<file path="config.mk">
export PLATFORM = sky130hd
export DESIGN_NAME = rx_crc16_check
export DESIGN_NICKNAME = d
export VERILOG_FILES = /design/src/rtl/rx_crc16_check.sv
export SDC_FILE = /design/constraint.sdc
export NUM_CORES = 1
export LEC_CHECK = 0
export BUFFER_PORTS_ARGS = -buffer_cell sky130_fd_sc_hd__buf_4
export CORE_MARGIN = 3
export CORE_UTILIZATION = 40
export DETAILED_ROUTE_END_ITERATION = 7
export HOLD_SLACK_MARGIN = 0.15
export PLACE_DENSITY = 0.63
export SETUP_SLACK_MARGIN = 0.2
export SYNTH_ARGS = -nofsm -noshare
export SYNTH_HDL_FRONTEND = slang
export SYNTH_SLANG_ARGS = --single-unit
</file>
<file path="constraint.sdc">
create_clock -name clk -period 3.2 [get_ports clk]
set_input_delay 0.32 -clock clk [delete_from_list [all_inputs] [get_ports clk]]
set_output_delay 0.32 -clock clk [all_outputs]
set_load 0.1 [all_outputs]
</file>
<file path="src/rtl/rx_crc16_check.sv">
// ---------------------------------------------------------------------------
// rx_crc16_check
//
// This block checks the USB CRC16 on a received DATA field. It receives the
// destuffed payload bits one at a time, including the trailing CRC field.
// It runs the CRC16 shift register (polynomial 0x8005, initial value 0xFFFF).
// At end of packet it issues one verdict: CRC good or bad, byte misalignment,
// and a length that is out of range.
//
// Ports
//   clk        in   rising-edge clock
//   n_rst      in   asynchronous active-low reset
//   pkt_start  in   one-cycle pulse on the first cycle of a data field
//   bit_valid  in   bit_in carries a payload bit this cycle
//   bit_in     in   payload bit, LSB-first per byte, CRC field included
//   pkt_end    in   one-cycle pulse at EOP; a bit_valid in the same cycle
//                   counts as the last bit
//   busy       out  high while a packet is being received
//   check_done out  one-cycle pulse when the verdict is issued
//   crc_ok     out  residual matched and no framing error (held)
//   crc_err    out  residual mismatch or any framing error (held)
//   align_err  out  bit count not a multiple of 8 (held)
//   len_err    out  bit count < 16 or > 8200 (held)
//   bit_count  out  payload bits accepted, saturating at 16383
//
// Optional build: define RX_CRC16_STATS_EN to add the good_cnt[7:0] and
// bad_cnt[7:0] packet counters. Both saturate at 255.
//
// States
//   IDLE | waiting for pkt_start
//   RUN  | accepting payload bits
//   DONE | verdict cycle (check_done high), returns to IDLE
// ---------------------------------------------------------------------------
module rx_crc16_check (
  input  logic        clk,
  input  logic        n_rst,
  input  logic        pkt_start,
  input  logic        bit_valid,
  input  logic        bit_in,
  input  logic        pkt_end,
  output logic        busy,
  output logic        check_done,
  output logic        crc_ok,
  output logic        crc_err,
  output logic        align_err,
  output logic        len_err,
  output logic [13:0] bit_count
`ifdef RX_CRC16_STATS_EN
  ,
  output logic [7:0]  good_cnt,
  output logic [7:0]  bad_cnt
`endif
);

  localparam logic [15:0] CRC_INIT     = 16'hFFFF;
  localparam logic [15:0] CRC_POLY     = 16'h8005;
  localparam logic [15:0] CRC_RESIDUAL = 16'h800D;
  localparam logic [13:0] CNT_MAX      = 14'h3FFF;
  localparam logic [13:0] LEN_MIN      = 14'd16;
  localparam logic [13:0] LEN_MAX      = 14'd8200;

  typedef enum logic [1:0] {
    IDLE = 2'd0,
    RUN  = 2'd1,
    DONE = 2'd2
  } state_t;

  state_t      state;
  state_t      state_nxt;

  logic [15:0] crc_r;
  logic [15:0] crc_nxt;
  logic [15:0] crc_shift;
  logic [13:0] cnt_nxt;
  logic [13:0] cnt_inc;
  logic        fb;
  logic        init;
  logic        shift_en;
  logic        issue;

  logic        busy_nxt;
  logic        done_nxt;
  logic        ok_nxt;
  logic        err_nxt;
  logic        align_nxt;
  logic        len_nxt;
  logic        align_chk;
  logic        len_chk;
  logic        res_chk;

  // State register
  always_ff @(posedge clk or negedge n_rst) begin
    if (!n_rst) begin
      state <= IDLE;
    end else begin
      state <= state_nxt;
    end
  end

  // Next-state logic. While in RUN, pkt_start has priority over pkt_end:
  // the packet is aborted and restarted, so no verdict is issued for it.
  always_comb begin
    state_nxt = state;
    case (state)
      IDLE: begin
        if (pkt_start) begin
          state_nxt = pkt_end ? DONE : RUN;
        end
      end
      RUN: begin
        if (!pkt_start && pkt_end) begin
          state_nxt = DONE;
        end
      end
      DONE:    state_nxt = IDLE;
      default: state_nxt = IDLE;
    endcase
  end

  // Datapath next values. A bit that arrives on a pkt_start cycle is never
  // counted, because that cycle re-initialises the packet.
  always_comb begin
    init      = pkt_start && (state != DONE);
    shift_en  = (state == RUN) && bit_valid && !pkt_start;
    fb        = bit_in ^ crc_r[15];
    crc_shift = {crc_r[14:0], 1'b0} ^ (fb ? CRC_POLY : 16'h0000);
    cnt_inc   = (bit_count == CNT_MAX) ? bit_count : bit_count + 14'd1;

    crc_nxt = crc_r;
    cnt_nxt = bit_count;
    if (init) begin
      crc_nxt = CRC_INIT;
      cnt_nxt = '0;
    end else if (shift_en) begin
      crc_nxt = crc_shift;
      cnt_nxt = cnt_inc;
    end
  end

  // Output next values. The verdict is evaluated on the post-update register
  // and count, so the last bit on the pkt_end cycle is included. The verdict
  // is registered on the same edge that enters DONE, which places check_done
  // exactly one cycle after pkt_end.
  always_comb begin
    issue     = (state_nxt == DONE) && (state != DONE);
    res_chk   = (crc_nxt == CRC_RESIDUAL);
    align_chk = (cnt_nxt[2:0] != 3'd0);
    len_chk   = (cnt_nxt < LEN_MIN) || (cnt_nxt > LEN_MAX);

    busy_nxt  = (state_nxt == RUN);
    done_nxt  = issue;
    ok_nxt    = crc_ok;
    err_nxt   = crc_err;
    align_nxt = align_err;
    len_nxt   = len_err;

    if (issue) begin
      ok_nxt    = res_chk && !align_chk && !len_chk;
      err_nxt   = !(res_chk && !align_chk && !len_chk);
      align_nxt = align_chk;
      len_nxt   = len_chk;
    end else if (init) begin
      ok_nxt    = 1'b0;
      err_nxt   = 1'b0;
      align_nxt = 1'b0;
      len_nxt   = 1'b0;
    end
  end

  // Registered datapath and outputs
  always_ff @(posedge clk or negedge n_rst) begin
    if (!n_rst) begin
      crc_r      <= CRC_INIT;
      bit_count  <= '0;
      busy       <= 1'b0;
      check_done <= 1'b0;
      crc_ok     <= 1'b0;
      crc_err    <= 1'b0;
      align_err  <= 1'b0;
      len_err    <= 1'b0;
    end else begin
      crc_r      <= crc_nxt;
      bit_count  <= cnt_nxt;
      busy       <= busy_nxt;
      check_done <= done_nxt;
      crc_ok     <= ok_nxt;
      crc_err    <= err_nxt;
      align_err  <= align_nxt;
      len_err    <= len_nxt;
    end
  end

`ifdef RX_CRC16_STATS_EN
  // The counters update on the same edge as check_done, so they already
  // include the packet in the cycle where its verdict is shown.
  always_ff @(posedge clk or negedge n_rst) begin
    if (!n_rst) begin
      good_cnt <= '0;
      bad_cnt  <= '0;
    end else if (done_nxt) begin
      if (ok_nxt) begin
        if (good_cnt != 8'hFF) good_cnt <= good_cnt + 8'd1;
      end else begin
        if (bad_cnt != 8'hFF) bad_cnt <= bad_cnt + 8'd1;
      end
    end
  end
`endif

endmodule
</file>
# --- After elaboration in Yosys (flattened, before gate mapping) ---
# Index checks and enable logic that the tools add are counted.
totals:
  regBits: 38
  out_inout_bits: 20
classes:
  reduce_logical: 15
  order_cmp: 2
  n_addsub: 1
  n_eq_ne: 6
  mux: 15
  bitwise: 2
ops:
  columns: ["op", "n"]
  rows:
  - ["16-bit two-way mux", 3]
  - ["14-bit two-way mux", 3]
  - ["16-bit equality test, second input constant", 1]
  - ["16-bit bitwise XOR", 1]
  - ["14-bit by 1-bit adder with 14-bit output, second input constant", 1]
  - ["14-bit equality test, second input constant", 1]
  - ["14-bit greater-than comparator, second input constant", 1]
  - ["14-bit by 5-bit < comparator with 1-bit output, second input constant", 1]
  - ["1-bit logical AND", 7]
  - ["2-bit two-way mux", 3]
  - ["1-bit two-way mux", 5]
  - ["2-bit by 1-bit equality test with 1-bit output, second input constant", 2]
  - ["1-bit zero test", 4]
  - ["2-bit case mux with 2 select lines", 1]
  - ["3-bit nonzero test", 1]
  - ["2-bit equality test, second input constant", 1]
  - ["2-bit zero test", 1]
  - ["2-bit != test, second input constant", 1]
  - ["2-bit nonzero test", 1]
  - ["1-bit logical OR", 1]
  - ["1-bit bitwise XOR", 1]

# --- Depth between registers and ports, before layout ---
logic_depth:
  ltp_word: 11
  depth_mapped: 10
  depth_no_buf: 8

# --- Least setup slack after synthesis ---
# No wires, ideal clock.
synth_timing:
  path_kind: "register to register"
  start: "register bit_count[1]"
  end: "register crc_ok"
  n_path_buf: 0
  path_stages_with_launch: 9
  t_arrival_ps: 2919
  required_time_ps: 3125
  setup_slack_ps: 206
  synth_period_minus_slack_ps: 2994
  cell_sequence: "dfrtp_1 > ha_1 > nand3_1 > or2_2 > nand2_1 > mux2i_1 > or3_1 > o31a_1 > o21ai_2"
synth_via:
  elab_chain_len: 9
  elab_cells_between_ends: 14
  classes_between: "1 x add/sub; 2 x order compare; 1 x eq/ne; 4 x mux; 6 x reduce/logical"
synth_lines:
  columns: ["item", "line_no", "rtl"]
  rows:
  - ["from (decl)", "47", "output logic [13:0] bit_count"]
  - ["from (signal assigned)", "183", "bit_count <= cnt_nxt;"]
  - ["14-bit by 1-bit adder with 14-bit output / 14-bit equality test (equally long branches)", "127", "cnt_inc = (bit_count == CNT_MAX) ? bit_count : bit_count + 14'd1;"]
  - ["14-bit two-way mux", "127", null]
  - ["14-bit two-way mux *", "134", "end else if (shift_en) begin"]
  - ["14-bit two-way mux *", "131", "if (init) begin"]
  - ["14-bit by 5-bit < comparator with 1-bit output, or another cell as far along", "148", "len_chk = (cnt_nxt < LEN_MIN) || (cnt_nxt > LEN_MAX);"]
  - ["1-bit logical OR / 1-bit zero test (equally long branches)", "148, 158", null]
  - ["1-bit zero test / 1-bit logical AND (equally long branches)", "158", "ok_nxt = res_chk && !align_chk && !len_chk;"]
  - ["1-bit logical AND *", "158", null]
  - ["1-bit two-way mux *", "157", "if (issue) begin"]
  - ["to (signal assigned)", "186", "crc_ok <= ok_nxt;"]
  - ["to (decl)", "43", "output logic crc_ok,"]
# Mark *: on every way between the ends. The rest lies on a longest branch, timed or not.
# A chain may end at the register's enable or synchronous reset.

# --- Worst setup path after layout ---
layout_timing:
  start: "register state[1]"
  end: "register crc_ok"
layout_via:
  elab_chain_len: 10
  elab_cells_between_ends: 26
  classes_between: "2 x order compare; 4 x eq/ne; 8 x mux; 12 x reduce/logical"
layout_lines:
  columns: ["item", "line_no", "rtl"]
  rows:
  - ["from (decl)", "68", "state_t state;"]
  - ["from (signal assigned)", "96", "state <= state_nxt;"]
  - ["2-bit by 1-bit equality test with 1-bit output", "104, 124", null]
  - ["1-bit logical AND (2 in a row)", "124", "shift_en = (state == RUN) && bit_valid && !pkt_start;"]
  - ["14-bit two-way mux", "134", null]
  - ["14-bit two-way mux", "131", null]
  - ["14-bit by 5-bit < comparator with 1-bit output, or another cell as far along", "148", null]
  - ["1-bit logical OR / 1-bit zero test (equally long branches)", "148, 158", null]
  - ["1-bit zero test / 1-bit logical AND (equally long branches)", "158", null]
  - ["1-bit logical AND", "158", null]
  - ["1-bit two-way mux", "157", null]
# Parallel ways exist; a longest one is shown, timed or not.

==> impl_metrics.yaml <==
critical_path:
  cp_data_required_time_ns: 3.41
  critPathKind: "register to register"
  ff2ff_setup_slack_ns: 0.52
  crit_arrival_ns: 2.89
  cp-end-kind: "register"
  cp_slowest_cell: "nor4bb_4"
  path_cells: "nor4bb_4 > buf_4 > nand3_1 > a211oi_1 > nand4_1 > or3_1 > o31a_1 > o21ai_2"
  r2r_cells: 8
  cp_max_fo: 17
  reg2reg_to: "crc_ok"
  max_stage_delay_ns: 0.58
  start_kind: "register"
  r2r-start: "state[1]"
synth:
  synth_common_cells: "nand2_1, nor2_1, nand3_1"
  syn-num-nets: 248
  yosysSeqAreaShare: 0.439
  syn_inst: 241
  synth_area_leaders: "dfrtp_1, dfstp_2, nand2_1"
  ys_ff_latch: 38
  avgSynthCellArea_um2: 9.17
  yosysTopAreaCellShare: 0.249
  synth.most_common_cell: "nand2_1"
  async_flop_share: 1.00
  yosysWarnings: 0
  synth_edf_count: 0
  syn_area_um2: 2210
  synth_ff_type: "dfrtp_1"
  synth_top_area_cell: "dfrtp_1"
  ys_types: 55
clock_network:
  cts_sinks: 38
  cts_tree: "done"
  cts-root-buf: "clkbuf_8"
  clk_pin_slew_ns: 0.08
  h-tree-depth: 2
  cts_resized: 0
  insertion_delay_ns: 0.29
  cts_buffers: 5
  clockBufferDepth: 2
global_route:
  met3_usage: 0.0370
  track_usage: 0.162
  grt_pass1_wl_um: 8160
  overflow: 0
  grt_pass1_vias: 1725
  grtUsageMet2: 0.233
  grt_max_degree: 39
  grt_use_met1: 0.235
  antenna_found_initial: 0
  grt.busiest_layer: "met1"
power:
  switching_power_w: 0.000421
  p_comb_frac: 0.240
  p_leak_nw: 1.13
  p_sw_frac: 0.347
  p_clk_frac: 0.287
  ir_worst_vdd_uv: 221
  p_seq_frac: 0.473
  p_int_w: 0.000794
  pwr_density_cell_nw_per_um2: 474
layout:
  layout.nets: 271
  syn_to_final_growth_pct: 15.9
  layoutNonFillerInstCount: 335
  fillCellCount: 489
  drive_above_1_share: 0.253
  antennaDiodeCount: 0
timing:
  final.setup.tns_ns: 0
  fin_skew_ns: 0.00505
  clock.fmax_ghz: 0.373
  post-route-min-period_ns: 2.68
  setup_violations: 0
  grt_setup_unrepaired: "false"
  max_slew.worst_pin.slew_ns: 0.813
  finalHoldViolCount: 0
  final.period_utilization: 0.838
  slew_violations: 0
  slew_headroom: 0.458
hold_path:
  worstHoldPathType: "input port to register"
  hold_end: "check_done"
  worstHoldStart: "pkt_end"
  hold_depth: 2
floorplan:
  die_w_um: 80.3
  start_util: 0.422
  boundaryPins: 26
  dieArea_um2: 6460
  die_h_um: 80.3
  row_count: 26
  core_um2: 5240
routing:
  remaining_drc_errors: 0
  ant_nets: 0
  routedWlPerCell_um: 14.2
  num_vias: 1813
  drtIter0Drc: 153
  via_per_inst: 5.41
  drt_wl_total_um: 4760
  drtPass1Iterations: 4
placed_design:
  gp_congestion: 0.891
  place_inst: 326
  place_hpwl_um: 3370
  io_buffers: 25
status:
  outcome: "finished clean"
run:
  cap_violations: 0
-- what timing repair did --
action,CTS,global route
hold endpoints to repair,22,0
setup buffers,0,0
hold buffers,1,0
-- final cells by class --
class	count	area (um2)	area share
Multi-Input combinational cell	190	1190	0.464
Sequential cell	38	971	0.379
Timing Repair Buffer	29	220	0.0859
Tap cell	70	87.6	0.0342
Clock buffer	6	82.6	0.0322
Clock inverter	2	11.3	0.00439
-- how the worst max path moves through the flow --
stage,end,start,cells after the start,slack [ns]
2_1_floorplan,crc_ok,bit_count[1],8,0.21
3_5_place_dp,crc_ok,state[1],8,0.52
4_1_cts,crc_ok,state[1],8,0.52
5_1_grt,crc_ok,state[1],8,0.34
6_report,crc_ok,state[1],8,0.52
3_3_place_gp,crc_ok,state[1],8,0.63
-- flip-flops by register name, summed over array words and instances, names as in the netlist --
register	count
crc_ok	1
len_err	1
state	2
crc_r	16
align_err	1
bit_count	14
crc_err	1
check_done	1
busy	1
-- per-stage QoR --
stage	utilization	instance area [um2]	worst slack (ns)	total power, W	hold slack (ns)
6_report	0.489	2560	0.520	0.00122	0.310
3_3_place_gp	0.469	2460	0.632	0.000875	0.318
2_1_floorplan	-	2210	0.206	0.000800	0.0244
3_5_place_dp	0.469	2460	0.522	0.000875	0.319
5_1_grt	0.489	2560	0.336	0.00128	0.307
4_1_cts	0.489	2560	0.520	0.00123	0.300
-- logic make-up after synthesis --
logic type / after synthesis / synth area share
AO/OA/AOI/OAI: 35 / 0.126
adder cells (fa/ha/maj): 1 / 0.00566
AND/OR/NAND/NOR: 134 / 0.315
multiplexers: 5 / 0.0255
flip-flops: 38 / 0.439
buffers and inverters: 13 / 0.0294
XOR/XNOR: 15 / 0.0594
-- power groups by stage --
stage | registers, W | logic, W | clock network (W)
2_1_floorplan | 0.000680 | 0.000120 | 0
3_3_place_gp | 0.000583 | 0.000291 | 0
3_5_place_dp | 0.000583 | 0.000293 | 0
4_1_cts | 0.000575 | 0.000295 | 0.000363
5_1_grt | 0.000582 | 0.000313 | 0.000384
6_report | 0.000575 | 0.000291 | 0.000349
-- layer usage --
layer | share of wire | up-vias | wire, um
li1 | - | 909 | -
met1 | 0.52 | 859 | 2490
met2 | 0.42 | 36 | 2020
met3 | 0.036 | 9 | 169
met4 | 0.017 | 0 | 80
met5 | 0 | - | 0
-- cell usage in the layout, fill, tap and decap left out, drive strengths merged, types with 3 or more instances in the layout --
cell type | netlist | routed
and4 | 5 | 5
nand2b | 4 | 4
nand4 | 7 | 7
and2 | 3 | 3
nand3 | 23 | 23
buf | 5 | 28
nor4 | 5 | 5
nor3 | 6 | 6
xor2 | 10 | 10
clkbuf | 8 | 6
dfrtp | 22 | 22
mux2i | 3 | 3
dfstp | 16 | 16
xnor2 | 5 | 5
a21oi | 5 | 5
a211oi | 3 | 3
a31oi | 3 | 3
nand2 | 40 | 40
nor2 | 29 | 29
o21ai | 6 | 6
-- worst max-delay path, delay by kind of cell, from the launching register on --
kind	cells	cell delay, ns
flops	1	0.47
simple gates	4	1.13
compound gates	3	0.68
buf+inv	1	0.31
Power figures use the tool's default switching activity.
